==> src/rtl/tetris_game_sequencer.sv <==
// Game-flow FSM for the Tetris playfield: phase codes, gravity timing, key arbitration, line clears.
// Optional build macro SOFT_DROP_EN makes keycode 0x16 force an immediate gravity tick.
module tetris_game_sequencer #(
  parameter int unsigned ROWS        = 20,
  parameter int unsigned DROP_PERIOD = 50_000_000,
  parameter int unsigned DROP_STEP   = 4_000_000,
  parameter int unsigned DROP_MIN    = 5_000_000,
  localparam int unsigned RW = $clog2(ROWS),
  localparam int unsigned CW = $clog2(DROP_PERIOD + 1)
) (
  input  logic            clk,
  input  logic            reset_n,
  input  logic            start,
  input  logic [7:0]      keycode,
  input  logic            stop,
  input  logic            endgame,
  input  logic [ROWS-1:0] rows_full,
  output logic [2:0]      state,
  output logic [RW-1:0]   clear_row,
  output logic            clear_valid,
  output logic [15:0]     lines,
  output logic [3:0]      level,
  output logic            game_over
);

`ifdef SOFT_DROP_EN
  localparam bit SoftDropEn = 1'b1;
`else
  localparam bit SoftDropEn = 1'b0;
`endif

  // Headroom so level*DROP_STEP cannot wrap before the underflow clamp.
  localparam int unsigned PW = CW + 4;

  typedef enum logic [3:0] {
    StBoot, StSpawn, StSpawnChk, StWait, StMove, StInput, StWrite, StClearScan, StShift, StHalt
  } st_e;

  st_e           state_d, state_q;
  logic [CW-1:0] cnt_d, cnt_q;
  logic [RW-1:0] clear_row_d, clear_row_q;
  logic [15:0]   lines_d, lines_q;
  logic [3:0]    level_d, level_q;
  logic [3:0]    dec_d, dec_q;
  logic [7:0]    key_prev_d, key_prev_q;
  logic          key_pend_d, key_pend_q;
  logic          key_soft_d, key_soft_q;

  logic [PW-1:0] reduce, raw;
  logic [CW-1:0] period;
  logic          tick, is_soft, key_valid, key_evt, soft_take;
  logic [RW-1:0] full_idx;

  always_comb begin
    reduce = PW'(level_q) * PW'(DROP_STEP);
    raw    = PW'(DROP_PERIOD) - reduce;
    if (reduce > PW'(DROP_PERIOD) || raw < PW'(DROP_MIN)) begin
      period = CW'(DROP_MIN);
    end else begin
      period = CW'(raw);
    end
  end

  assign tick      = (cnt_q == period - CW'(1));
  assign is_soft   = SoftDropEn && (keycode == 8'h16);
  assign key_valid = (keycode == 8'h04) || (keycode == 8'h07) || (keycode == 8'h1A) || is_soft;
  assign key_evt   = key_valid && (keycode != key_prev_q);
  assign soft_take = key_pend_q && key_soft_q && !tick;

  // Last assignment wins, so this yields the highest-index (bottom-most) full row.
  always_comb begin
    full_idx = '0;
    for (int i = 0; i < ROWS; i++) begin
      if (rows_full[i]) full_idx = RW'(i);
    end
  end

  always_comb begin
    state_d     = state_q;
    cnt_d       = cnt_q;
    clear_row_d = clear_row_q;
    lines_d     = lines_q;
    level_d     = level_q;
    dec_d       = dec_q;
    key_prev_d  = keycode;
    key_pend_d  = key_pend_q;
    key_soft_d  = key_soft_q;
    unique case (state_q)
      StBoot:     state_d = StSpawn;
      StSpawn: begin
        cnt_d      = '0;
        key_pend_d = 1'b0;
        state_d    = StSpawnChk;
      end
      StSpawnChk: state_d = endgame ? StHalt : StWait;
      StWait: begin
        cnt_d = cnt_q + CW'(1);
        if (tick || soft_take) begin
          state_d = stop ? StWrite : StMove;
          if (soft_take) begin
            cnt_d      = '0;
            key_pend_d = 1'b0;
          end
        end else if (key_pend_q) begin
          state_d = StInput;
        end
      end
      StMove: begin
        cnt_d   = '0;
        state_d = StWait;
      end
      StInput: begin
        cnt_d      = cnt_q + CW'(1);
        key_pend_d = 1'b0;
        state_d    = StWait;
      end
      StWrite:    state_d = StClearScan;
      StClearScan: begin
        if (|rows_full) begin
          clear_row_d = full_idx;
          state_d     = StShift;
        end else begin
          state_d = StSpawn;
        end
      end
      StShift: begin
        if (lines_q != 16'hFFFF) begin
          lines_d = lines_q + 16'd1;
          if (dec_q == 4'd9) begin
            dec_d = '0;
            if (level_q != 4'hF) level_d = level_q + 4'd1;
          end else begin
            dec_d = dec_q + 4'd1;
          end
        end
        state_d = StClearScan;
      end
      StHalt: begin
        if (start) begin
          lines_d = '0;
          level_d = '0;
          dec_d   = '0;
          cnt_d   = '0;
          state_d = StBoot;
        end
      end
      default: state_d = StBoot;
    endcase
    // Latest key wins, except SPAWN drops it and HALT ignores keys entirely.
    if (key_evt && state_q != StHalt && state_q != StSpawn) begin
      key_pend_d = 1'b1;
      key_soft_d = is_soft;
    end
  end

  always_ff @(posedge clk or negedge reset_n) begin
    if (!reset_n) begin
      state_q     <= StBoot;
      cnt_q       <= '0;
      clear_row_q <= '0;
      lines_q     <= '0;
      level_q     <= '0;
      dec_q       <= '0;
      key_prev_q  <= '0;
      key_pend_q  <= 1'b0;
      key_soft_q  <= 1'b0;
    end else begin
      state_q     <= state_d;
      cnt_q       <= cnt_d;
      clear_row_q <= clear_row_d;
      lines_q     <= lines_d;
      level_q     <= level_d;
      dec_q       <= dec_d;
      key_prev_q  <= key_prev_d;
      key_pend_q  <= key_pend_d;
      key_soft_q  <= key_soft_d;
    end
  end

  always_comb begin
    unique case (state_q)
      StSpawn: state = 3'b100;
      StMove:  state = 3'b001;
      StInput: state = 3'b111;
      StWrite: state = 3'b010;
      StShift: state = 3'b011;
      default: state = 3'b000;
    endcase
  end

  assign clear_row   = clear_row_q;
  assign clear_valid = (state_q == StShift);
  assign lines       = lines_q;
  assign level       = level_q;
  assign game_over   = (state_q == StHalt);

endmodule

==> config.mk <==
export PLATFORM = sky130hd
export DESIGN_NAME = tetris_game_sequencer
export DESIGN_NICKNAME = d
export VERILOG_FILES = /design/src/rtl/tetris_game_sequencer.sv
export SDC_FILE = /design/constraint.sdc
export NUM_CORES = 1
export LEC_CHECK = 0
export ABC_CLOCK_PERIOD_IN_PS = 4990
export CAP_MARGIN = 5
export CORE_ASPECT_RATIO = 0.5
export CORE_MARGIN = 4
export CORE_UTILIZATION = 50
export CTS_BUF_LIST = sky130_fd_sc_hd__clkbuf_8
export DETAILED_ROUTE_END_ITERATION = 12
export PLACE_DENSITY = 0.74
export SYNTH_ARGS = -nofsm -noshare
export SYNTH_HDL_FRONTEND = slang
export SYNTH_SLANG_ARGS = --single-unit
==> constraint.sdc <==
create_clock -name clk -period 4.99 [get_ports clk]
set_input_delay 0.998 -clock clk [delete_from_list [all_inputs] [get_ports clk]]
set_output_delay 0.998 -clock clk [all_outputs]
set_load 0.02 [all_outputs]
# Word level (Yosys, flattened, before mapping)
# Cells that the tools add are included.
# op_classes
magnitude_cmp,2
shift,0
n_mul,1
n_div,0
n_mux,42
n_reduce_logical,22
n_eq_ne,26
bitwise_logic,0
addsub,6
# op_table
operator,count
2-to-1 mux 5 bit,17
one-hot mux 26 bit (3 select lines),1
2-to-1 mux 26 bit,2
2-to-1 mux 4 bit,10
2-to-1 mux 16 bit,2
one-hot mux 16 bit (2 select lines),1
one-hot mux 4 bit (8 select lines),1
"less-than comparator 30 x 23 -> 1 bit, second input constant",1
"subtractor 26 x 26 -> 27 bit, first input constant",1
"adder 26 x 1 -> 26 bit, second input constant",1
equality test 26 bit,1
"greater-than comparator 26 bit, second input constant",1
"subtractor 26 x 1 -> 26 bit, second input constant",1
OR reduction 20 bit,1
"multiplier 4 x 14 -> 18 bit, second input constant",1
"adder 16 x 1 -> 16 bit, second input constant",1
"equality test 4 x 3 -> 1 bit, second input constant",4
"equality test 8 x 3 -> 1 bit, second input constant",2
"!= test 16 bit, second input constant",1
one-hot mux 4 bit (2 select lines),2
one-hot mux 3 bit (5 select lines),1
"equality test 4 bit, second input constant",3
OR reduction 2 bit,5
"adder 4 x 1 -> 4 bit, second input constant",2
other kinds (20),36
# word_totals
mem_bits_rw,0
latch_bits,0
n_memories,0
ff_bits,68
in_bits,33
mem_bits_ro,0
elab_cells,107

# Longest topological paths before layout
# depth
depth_word,19
mapped_depth,18
depth_no_buf,16

# Worst setup path after synthesis
# Ideal clock, no wire load.
# synth_timing
path_type,register -> register
from,"reg level_q[1], in the netlist level[1]"
to,reg state_q[1]
setup_slack_ns,0.001
path_buffers,1
t_arrival_ns,4.865
stages_incl_launch_ff,18
t_required_ns,4.866
path_cell_list,dfrtp_1 clkbuf_8 inv_1 ha_1 fa_1 inv_1 fa_1 nand2b_1 a21oi_2 nor2_1 a311oi_4 and4_2 o211ai_2 and2_4 or3_4 a2111oi_4 mux2i_1 o21ai_1
# synth_via
elab_chain_len,9
elab_cells_between_ends,12
classes_between,add/sub (2); mul (1); order compare (2); eq/ne (2); mux (3); reduce/logical (2)
# synth_rtl
item,line,rtl
from (decl),43,"logic [3:0] level_d, level_q;"
from (signal assigned),172,level_q <= level_d;
multiplier 4 x 14 -> 18 bit (*),55,reduce = PW'(level_q) * PW'(DROP_STEP);
subtractor 26 x 26 -> 27 bit,56,raw = PW'(DROP_PERIOD) - reduce;
less-than comparator 30 x 23 -> 1 bit,57,if (reduce > PW'(DROP_PERIOD) || raw < PW'(DROP_MIN)) begin
logical OR 1 bit,57,
2-to-1 mux 26 bit (*),57,
subtractor 26 x 1 -> 26 bit (*),64,assign tick = (cnt_q == period - CW'(1));
equality test 26 bit (*),64,
2-to-1 mux 4 bit or != test 3 bit (tied branches),--,
one-hot mux 4 bit (8 select lines) or AND reduction 2 bit (tied branches),--,
to (signal assigned),158,state_q <= StBoot;
to (signal assigned),168,state_q <= state_d;
to (decl),39,"st_e state_d, state_q;"
# Mark *: on every way between the ends. The rest lies on a longest branch, timed or not.
# A chain may end at the register's enable or synchronous reset.

# Worst setup path in the final report
# Ends and elaborated chain as after synthesis.

==> results_dict.tcl <==
set metrics [dict create \
    status "finished clean" \
    timing.final.crit_share 0.9429 \
    die_h_microns 80.50 \
    syn_inst 602 \
    clk-insertion-delay-late_ns 0.36 \
    port_buffers 62 \
    ys_seq_area_frac 0.3237 \
    synth_top_area_frac 0.3237 \
    drive_gt1_frac 0.1087 \
    drt-total-wl_mm 12.75 \
    synth_area_leaders "dfrtp_1 (32%), xnor2_1 (6.5%), ha_1 (6.2%)" \
    layout_common_cells "nor2_1 (80), dfrtp_1 (67), clkdlybuf4s50_1 (61), nand2_1 (57), xnor2_1 (39)" \
    crit_type "register to register" \
    grt-ovfl-total 0 \
    synth_seq_cells 68 \
    power.switching_w 0.002063 \
    drt_iter0_markers 321 \
    dp_worst_setup_slack_ns 0.06207 \
    synth_edf_count 0 \
    grt_pass1_vias 4535 \
    row_count 26 \
    ios 63 \
    peakVddDrop_v 0.0004007 \
    endpoint_kind "register" \
    clk_pin_slew_ns 0.09 \
    gp_congestion 0.9085 \
    cts_buffers 9 \
    hpwl_mm 9.630 \
    setup_slack_ns 0.2849 \
    avgSynthCellArea_sq_um 8.731 \
    hold_path.class "register to register" \
    clockBufferDepth 2 \
    grt_max_degree 41 \
    comb_power_share 0.678 \
    die_area_sq_um 12320 \
    synth_cell_types 89 \
    setup_viol 0 \
    synth_ff_type "dfrtp_1" \
    drc 0 \
    pwr-share-clk 0.118 \
    hold-worst-slack_ns 0.4851 \
    via_per_inst 5.694 \
    wl_per_cell_microns 15.53 \
    finalInstanceArea_sq_um 6299 \
    postSynth.asyncResetShare 1.000 \
    numClockSinks 68 \
    synth_top_cell_by_area "dfrtp_1" \
    skew_ns 0.01500 \
    switching_share 0.4984 \
    cp_max_fo 6 \
    grt_pass1_wl_mm 21.58 \
    netlist_area_sq_um 5256 \
    cts_tree "built" \
    diodes 0 \
    min_period_ns 4.705 \
    cap_violations 0 \
    yosys_warnings 0 \
    ant_nets 0 \
    antenna_found_initial 0 \
    final_net_count 740 \
    start_util 0.5146 \
    report.final.slew_viol_count 0 \
    placed_area_sq_um 6056 \
    vias 4675 \
    p_int_w 0.002076 \
    area_delta_synth_final_pct 19.83 \
    dr.pass1.iters 5 \
    rrSetupSlack_ns 0.28 \
    start_kind "register" \
    p_per_area_nw_per_um2 657.0 \
    final-hold-violation-count 0 \
    utilization 0.6166 \
    syn_nets 666 \
    cts-root-buf "clkbuf_8" \
    p_seq_frac 0.204 \
    final_common_cell "nor2_1" \
    critPathArrivalTime_ns 4.95 \
    grt_setup_unrepaired "no" \
    tns_ns 0 \
    core_sq_um 10210 \
    power.leakage_nw 2.566 \
    tightestPinTransition_ns 0.8804 \
    dieWidth_microns 153 \
    slew_headroom 0.4131 \
    grt_use_total 0.2131 \
    critPathRequiredTime_ns 5.24 \
    htree_num_levels 3 \
    clock.fmax_mhz 212.5 \
]
[worst paths after layout]
| check | start | endpoint | depth (start not counted) |
|---|---|---|---|
| min reg2reg | clear_row[4] | clear_row[4] | 2 |
| min in group asynchronous | reset_n | cnt_q[21] | 1 |
| max reg2reg | level[1] | state_q[1] | 17 |
| max | level[1] | state_q[1] | 17 |
| max in group asynchronous | reset_n | level[1] | 2 |
| min | clear_row[4] | clear_row[4] | 2 |
[power by group through the flow]
stage	combinational (W)	sequential, W	clock [W]
finish	0.00281	0.000845	0.000488
global route	0.00307	0.000869	0.000523
CTS	0.00274	0.000846	0.000503
detailed placement	0.00272	0.000854	0
global placement	0.00267	0.000851	0
floorplan	0.00190	0.000927	0
[routing by layer]
metal / global-route usage / part of all wire
met5: 0 / 0
met2: 0.3617 / 0.48
met3: 0.04360 / 0.042
met4: 0.04711 / 0.0093
met1: 0.2846 / 0.47
[cells in the mapped netlist, drive strengths merged (7+ instances only)]
| master | instances |
|---|---|
| ha | 26 |
| o21ai | 37 |
| nand4 | 15 |
| inv | 29 |
| a21oi | 22 |
| nand2 | 57 |
| dfrtp | 68 |
| a31oi | 7 |
| and3 | 9 |
| nor3 | 20 |
| nand3 | 20 |
| xnor2 | 39 |
| nor2 | 82 |
| or3 | 9 |
| clkbuf | 11 |
| xor2 | 34 |
[kinds of logic after synthesis]
kind of cell / share of synthesized area
AND/OR/NAND/NOR: 0.2461
AO/OA/AOI/OAI: 0.1750
XOR/XNOR: 0.1245
flip-flops: 0.3237
buffers and inverters: 0.03713
adder cells (fa/ha/maj): 0.08093
multiplexers: 0.01262
[area by class of cell]
type                            count  area (sq um)
Fill cell                         919          3916
Clock inverter                      7         80.08
Tap cell                          140         175.2
Clock buffer                        9         123.9
Timing Repair Buffer               77         728.2
Inverter                           29         108.9
Sequential cell                    68          1703
Multi-Input combinational cell    491          3379
[repair_timing]
item	in CTS	in global routing
hold buffers	0	0
setup endpoints to repair	0	3
gates resized for setup	0	3
setup buffers	0	3
[worst max-delay path: stages, from the launching register on]
cell and delay, ns:
dfrtp_2 0.44, inv_1 0.08, ha_1 0.32, fa_1 0.54
inv_1 0.06, fa_1 0.51, nand2b_1 0.22, a21oi_4 0.25
nor2_1 0.11, a311oi_4 0.39, and4_2 0.32, o211ai_2 0.09
and2_4 0.16, or3_4 0.39, a2111oi_4 0.28, buf_4 0.19
mux2i_1 0.18, o21ai_1 0.07
[state kept, by name (all words and copies together), names as in the netlist]
register and count:
level 4, state_q 4, clear_row 5, lines 16, key_prev_q 8, dec_q 4, cnt_q 26, key_pend_q 1
[per-stage QoR]
step                      cells  total power (W)
after floorplan             602         0.002827
after global placement      802         0.003520
after detailed placement    802         0.003570
after CTS                   818         0.004089
after global routing        821         0.004460
final                       821         0.004138
No activity file was read; power rests on OpenSTA's default activity.
